File: config.mk
export PLATFORM = sky130hd
export DESIGN_NAME = serial_word_feeder
export DESIGN_NICKNAME = d
export VERILOG_FILES = /design/src/rtl/feeder_pkg.sv /design/src/rtl/piso_shift_reg.sv /design/src/rtl/serial_word_feeder.sv
export SDC_FILE = /design/constraint.sdc
export NUM_CORES = 1
export LEC_CHECK = 0
export BUFFER_PORTS_ARGS = -buffer_cell sky130_fd_sc_hd__buf_2
export CAP_MARGIN = 20
export CORE_MARGIN = 3
export CORE_UTILIZATION = 50
export DETAILED_ROUTE_END_ITERATION = 16
export GPL_ROUTABILITY_DRIVEN = 0
export PLACE_DENSITY = 0.81
export REMOVE_ABC_BUFFERS = 1
export SYNTH_ARGS = -nofsm -noshare
export SYNTH_HDL_FRONTEND = slang
export SYNTH_SLANG_ARGS = --single-unit
export TNS_END_PERCENT = 50
File: constraint.sdc
create_clock -name clk -period 3.32 [get_ports clk]
set_input_delay 0.498 -clock clk [delete_from_list [all_inputs] [get_ports clk]]
set_output_delay 0.498 -clock clk [all_outputs]
set_load 0.1 [all_outputs]
File: src/rtl/feeder_pkg.sv
// Shared definitions for the serial word feeder and its test environment.
//   - feeder_state_e : FSM state encoding (ST_IDLE / ST_SHIFT)
//   - FEEDER_WIDTH_DEFAULT : default parallel word width
//   - FEEDER_IDLE_BIT : bit driven on w when no word is in flight; the
//     downstream detector environment uses the same constant
package feeder_pkg;

    typedef enum logic {
        ST_IDLE  = 1'b0,
        ST_SHIFT = 1'b1
    } feeder_state_e;

    localparam int   FEEDER_WIDTH_DEFAULT = 8;
    localparam logic FEEDER_IDLE_BIT      = 1'b0;

endpackage

File: src/rtl/piso_shift_reg.sv
// Parallel-in / serial-out shift register with a bits-remaining counter.
//   clk_i, rst_i     : clock, asynchronous active-high reset
//   load_i           : load load_data_i, cnt = WIDTH (has priority over shift)
//   load_data_i      : word to load
//   shift_i          : shift one position toward the output end, cnt - 1
//   bit_out_o        : bit currently at the output end of the register
//   last_o           : exactly one bit remains (cnt == 1)
module piso_shift_reg #(
    parameter int WIDTH     = 8,
    parameter bit MSB_FIRST = 1'b1
) (
    input  logic             clk_i,
    input  logic             rst_i,
    input  logic             load_i,
    input  logic [WIDTH-1:0] load_data_i,
    input  logic             shift_i,
    output logic             bit_out_o,
    output logic             last_o
);

    localparam int CNT_W = $clog2(WIDTH + 1);

    logic [WIDTH-1:0] shreg_q, shreg_d;
    logic [CNT_W-1:0] cnt_q, cnt_d;

    always_comb begin
        shreg_d = shreg_q;
        cnt_d   = cnt_q;
        if (load_i) begin
            shreg_d = load_data_i;
            cnt_d   = CNT_W'(WIDTH);
        end else if (shift_i) begin
            // Vacated position is zero-filled.
            if (MSB_FIRST) shreg_d = {shreg_q[WIDTH-2:0], 1'b0};
            else           shreg_d = {1'b0, shreg_q[WIDTH-1:1]};
            if (cnt_q != '0) cnt_d = cnt_q - CNT_W'(1);
        end
    end

    always_ff @(posedge clk_i or posedge rst_i) begin
        if (rst_i) begin
            shreg_q <= '0;
            cnt_q   <= '0;
        end else begin
            shreg_q <= shreg_d;
            cnt_q   <= cnt_d;
        end
    end

    assign bit_out_o = MSB_FIRST ? shreg_q[WIDTH-1] : shreg_q[0];
    assign last_o    = (cnt_q == CNT_W'(1));

endmodule

File: src/rtl/serial_word_feeder.sv
// Serializes parallel words (valid/ready) onto a single-bit stream w.
//   clk, reset  : clock, asynchronous active-high reset
//   data_in     : parallel word, sampled only on a transfer edge
//   data_valid  : data_in holds a word
//   data_ready  : a word can be accepted (hold buffer empty, not in reset)
//   w           : serial bit, IDLE_BIT when nothing is shifting
//   busy        : a word is shifting or waiting in the hold buffer
//   word_done   : the last bit of a word is on w this cycle
// A one-word hold buffer lets the next word start on the edge right after
// the previous word's last bit, so continuous traffic has no gap bits.
module serial_word_feeder
    import feeder_pkg::*;
#(
    parameter int   WIDTH     = FEEDER_WIDTH_DEFAULT,
    parameter bit   MSB_FIRST = 1'b1,
    parameter logic IDLE_BIT  = FEEDER_IDLE_BIT
) (
    input  logic             clk,
    input  logic             reset,
    input  logic [WIDTH-1:0] data_in,
    input  logic             data_valid,
    output logic             data_ready,
    output logic             w,
    output logic             busy,
    output logic             word_done
);

    feeder_state_e    state_q;
    logic [WIDTH-1:0] hold_q;
    logic             hold_full_q;

    logic             xfer;
    logic             last;
    logic             bit_out;
    logic             load;
    logic             shift;
    logic [WIDTH-1:0] load_data;

    assign data_ready = !hold_full_q && !reset;
    assign xfer       = data_valid && data_ready;

    // Reload on the last-bit edge either from hold or directly from the
    // input (bypass). Transfer and hold drain never coincide because
    // data_ready is low while hold is full.
    always_comb begin
        load      = 1'b0;
        load_data = data_in;
        if (state_q == ST_IDLE) begin
            load = xfer;
        end else if (last) begin
            load = hold_full_q || xfer;
            if (hold_full_q) load_data = hold_q;
        end
        shift = (state_q == ST_SHIFT) && !load;
    end

    piso_shift_reg #(
        .WIDTH    (WIDTH),
        .MSB_FIRST(MSB_FIRST)
    ) u_piso (
        .clk_i      (clk),
        .rst_i      (reset),
        .load_i     (load),
        .load_data_i(load_data),
        .shift_i    (shift),
        .bit_out_o  (bit_out),
        .last_o     (last)
    );

    always_ff @(posedge clk or posedge reset) begin
        if (reset) begin
            state_q     <= ST_IDLE;
            hold_q      <= '0;
            hold_full_q <= 1'b0;
        end else begin
            case (state_q)
                ST_IDLE: begin
                    if (xfer) state_q <= ST_SHIFT;
                end
                ST_SHIFT: begin
                    if (last) begin
                        if (!hold_full_q && !xfer) state_q <= ST_IDLE;
                        hold_full_q <= 1'b0;
                    end else if (xfer) begin
                        hold_q      <= data_in;
                        hold_full_q <= 1'b1;
                    end
                end
                default: state_q <= ST_IDLE;
            endcase
        end
    end

    assign w         = (state_q == ST_SHIFT) ? bit_out : IDLE_BIT;
    assign busy      = (state_q == ST_SHIFT) || hold_full_q;
    assign word_done = (state_q == ST_SHIFT) && last;

endmodule
# == Word-level counts from Yosys, hierarchy flattened ==
# Index checks and enable logic that the tools add are counted.
# totals
register_bits,22
in_bits,11
out_inout_bits,4
# op_classes
add_sub_neg,1
eq_ne,1
mux,17
bitwise,2
reduce_logical,18
# op_table
operator,n
$mux W8,5
$mux W4,3
$mux W1,8
$reduce_bool A2 Y1,3
$logic_and A1 B1 Y1,5
$eq A4 B1 Y1 const B,1
$logic_not A1 Y1,4
$reduce_and A2 Y1,2
$reduce_bool A4 Y1,1
$sub A4 B1 Y4 const B,1
$reduce_and A3 Y1,1
$logic_or A1 B1 Y1,2
$not A1 Y1,2
$pmux W1 S2,1

# == Longest topological paths before layout ==
# logic_depth
word_depth,10
depth_mapped,7
mapped_depth_nobuf,6

# == Cells and area by module ==
# A second synthesis with hierarchy kept.
# hier_totals
cells_unflattened,105
hier_area_um2,1169.9
# by_module_without_submodules
module,n_inst,cells_each,area_per_inst_um2
piso_shift_reg,1,60,601.8
serial_word_feeder,1,45,568.0

# == Worst setup path before layout ==
# OpenSTA, ideal clock, no wires.
# synth_path
path_type,register to output
startpoint,register hold_full_q
endpoint,output data_ready
t_arrival_ps,1951
setup_slack_ps,871
stages_incl_launch_ff,4
path_buffers,2
cell_sequence,dfrtp_1 buf_6 clkbuf_1 nor2_1
# synth_via
elab_chain_len,2
# synth_rtl
item,line_no,text
from (decl),serial_word_feeder.sv:30,logic hold_full_q;
from (signal assigned),serial_word_feeder.sv:74,hold_full_q <= 1'b0;
from (signal assigned),serial_word_feeder.sv:83,hold_full_q <= 1'b0;
from (signal assigned),serial_word_feeder.sv:86,hold_full_q <= 1'b1;
$logic_not A1 Y1,serial_word_feeder.sv:39,assign data_ready = !hold_full_q && !reset;
$logic_and A1 B1 Y1,serial_word_feeder.sv:39,
to (decl),serial_word_feeder.sv:22,"output logic data_ready,"
# No other way between the ends.

# == Final worst setup path ==
# layout_path
startpoint,register u_piso.cnt_q[1]
endpoint,output word_done
# layout_via
elab_chain_len,2
# layout_rtl
item,line_no,text
from (decl),piso_shift_reg.sv:24,"logic [CNT_W-1:0] cnt_q, cnt_d;"
from (signal assigned),piso_shift_reg.sv:46,cnt_q <= cnt_d;
$eq A4 B1 Y1,piso_shift_reg.sv:51,assign last_o = (cnt_q == CNT_W'(1));
$logic_and A1 B1 Y1,serial_word_feeder.sv:96,assign word_done = (state_q == ST_SHIFT) && last;
to (decl),serial_word_feeder.sv:25,output logic word_done
# No other way between the ends.

==> out/summary.txt <==
Cell Pwr Density -> 440 nW/um2
GRT busiest layer -> met2
Crit path arrival time -> 1960 ps
Area growth, synth to finish -> 9.21%
Largest net degree at the start of global routing -> 23
Placed insts -> 160
Non-Filler Instances -> 164
Worst Hold Class -> in -> async
Starting density of the core -> 55.1%
Outcome -> finished, final reports clean
CTS Sinks -> 22
# setup viols final -> 0
CTS tree -> done
Design Power -> 0.000614 W
Synthesized instance count -> 124
Share of cells above drive strength 1 -> 27.2%
Crit start category -> flop
Number of global-route vias before repair -> 967
Max-slew violation count -> 0
Synth cell count leaders -> dfrtp_1, nand2_1, o22ai_1
Mapped Area -> 1280 um2
Tcrit/Tclk final -> 74.2%
CTS max path bufs -> 2
ANT cells -> 0
Unrepaired setup endpoints after global routing -> false
Worst slew margin -> 43.9%
Max cap viols -> 0
CTS buffer count -> 3
Drt wl/cell -> 16.5 um
Reg area -> 551 um2
Synth unique cells -> 41
Worst Max-Slew Pin Slew -> 841 ps
Final WL -> 2700 um
Reg2Reg Launch Point -> u_piso.cnt_q[1]
Die area -> 3200 um2
GRT overflow -> 0
P_int -> 0.000461 W
Core area -> 2320 um2
Synth Register Bits -> 22
Hold Fails Final Rpt -> 0
Cell taking the most area after synthesis -> dfrtp_1
Vias per cell -> 6.13
Critical Path RT -> 2820 ps
Final nets -> 150
Setup CP Type -> reg -> out
CP Buf/Inv Count -> 3
Post-CTS resize count -> 0
Max stage delay on crit path -> 430 ps
Initial DRC count -> 30
Post-route DRC -> 0
FMAX -> 406 MHz
Clk slew on worst S/H paths -> 130 ps
Clock Latency Late Sink -> 320 ps
Hold buffer count at CTS -> 0
Postcts setup bufs -> 0
Clk pwr share -> 33.8%
Yosys top cell area share -> 43.1%
First-pass GRT wire length -> 4490 um
CTS root buf -> clkbuf_4
Std-Cell Rows -> 17
M1 GR Usage -> 24.6%
DP HPWL -> 1930 um
Routed vias -> 1006
Number of flops mapped to enable cells by yosys -> 0
Total Routing Usage GR -> 17.8%
Largest delay share family, worst path -> buffers and inverters
Sw Ratio -> 24.8%
Synth Warn # -> 0
Seq pwr share -> 53.1%
VDD IR-drop max -> 0.320 mV
Met3 Usage GRT -> 3.45%
M2 GR Usage -> 27.7%
Area of the multi-input gates -> 653 um2
Sequential cell area fraction in the yosys report -> 43.1%
ANT nets after route -> 0
Final Skew -> 10.7 ps
Fill cells -> 209
Worst R2R End -> hold_q[4]
Largest cells by area after synthesis -> dfrtp_1, mux2_2, o22ai_1
Drt first pass iters -> 4
Cells on worst reg2reg path -> 5
Die Y -> 56.5 um
Synth async-reset ratio -> 100%
H-tree depth -> 1
Final setup TNS -> 0 ps
Combinational group share of total power -> 13.1%
Critical path cell sequence -> inv_1, ha_1, nor3b_2, buf_4, and2_1, buf_2
R2R Setup Slk -> 1350 ps
Die X -> 56.5 um
Max Fanout on Critical Path -> 10
Synthesized area per cell -> 10.3 um2
Crit. End Element -> output pin
Most used DFF post-synth -> dfrtp_1
Leakage dissipation -> 0.619 nW
Initial antenna violation count -> 0
Most frequent cell after synthesis -> dfrtp_1
PortBufs -> 14
Tmin final -> 2460 ps
Crit-path slowest cell -> buf_2
IO Count -> 15
Psw -> 0.000152 W
layout by cell type, fill, tap and decap left out, types with 3 or more instances in the layout:
| cell type | n |
|---|---|
| clkbuf_4 | 3 |
| nor2_1 | 6 |
| nand2_1 | 14 |
| a21oi_1 | 3 |
| buf_4 | 3 |
| a22o_1 | 3 |
| buf_2 | 14 |
| o31ai_1 | 3 |
| inv_1 | 3 |
| o21ai_1 | 4 |
| o22ai_1 | 9 |
| o21ai_0 | 6 |
| dfrtp_1 | 22 |
| mux2_2 | 5 |
| mux2_1 | 3 |
| or3b_1 | 3 |
layer usage:
metal / share of wire (%) / wire (um)
met4: 1.1 / 31
met2: 50 / 1340
met1: 43 / 1170
met5: 0 / 0
met3: 5.6 / 150
sequential cells by signal, indices dropped and copies added, names as in the netlist:
signal	flops
hold_full_q	1
hold_q	8
state_q	1
u_piso.cnt_q	4
u_piso.shreg_q	8
worst max-delay path by stage:
stage               startpoint        end  depth (start not counted)
2_1_floorplan  u_piso.cnt_q[1]  word_done                          4
3_3_place_gp   u_piso.cnt_q[1]  word_done                          6
3_5_place_dp   u_piso.cnt_q[1]  word_done                          6
4_1_cts        u_piso.cnt_q[1]  word_done                          6
5_1_grt        u_piso.cnt_q[1]  word_done                          6
6_report       u_piso.cnt_q[1]  word_done                          6
power groups by stage:
stage	Combinational, W	Clock, W	Sequential (W)
3_5_place_dp	0.0000819	0	0.000332
4_1_cts	0.0000826	0.000213	0.000326
6_report	0.0000806	0.000207	0.000326
3_3_place_gp	0.0000783	0	0.000329
2_1_floorplan	0.0000626	0	0.000322
5_1_grt	0.0000889	0.000223	0.000331
cells by family (layout without fill, tap and decap cells):
group                      count (synthesis)  after routing  share of synthesized area, %
AOI/OAI and AO/OA                         41             41                          24.2
adders and majority gates                  2              2                          1.96
buffers and inverters                     12             24                          5.78
DFF                                       22             22                          43.1
muxes                                      9              9                          8.23
and+or+nand+nor                           38             38                          16.7
worst register-to-register path, delay by kind of cell (launching register included):
kind	cells	cell delay (ps)
AND/OR/NAND/NOR	2	810
adder cells (fa/ha/maj)	1	200
multiplexers	1	360
flip-flops	1	410
buffers and inverters	1	90
cell type report:
| type | instances | area share, % |
|---|---|---|
| clock buffers | 3 | 1.61 |
| clock inverters | 1 | 2.15 |
| inverters | 3 | 0.807 |
| multi-input cells | 90 | 46.8 |
| flip-flops and latches | 22 | 39.5 |
| well taps | 28 | 2.51 |
| repair buffers | 17 | 6.64 |
through the flow:
stage | area, um2 | utilization, % | hold slack (ps) | setup slack [ps]
floorplan | 1210 | - | 448 | 971
global placement | 1340 | 57.9 | 466 | 1290
detailed placement | 1340 | 57.9 | 477 | 1220
CTS | 1400 | 60.2 | 400 | 846
global route | 1400 | 60.2 | 409 | 718
finish | 1400 | 60.2 | 368 | 858
No activity file was read; power rests on OpenSTA's default activity.
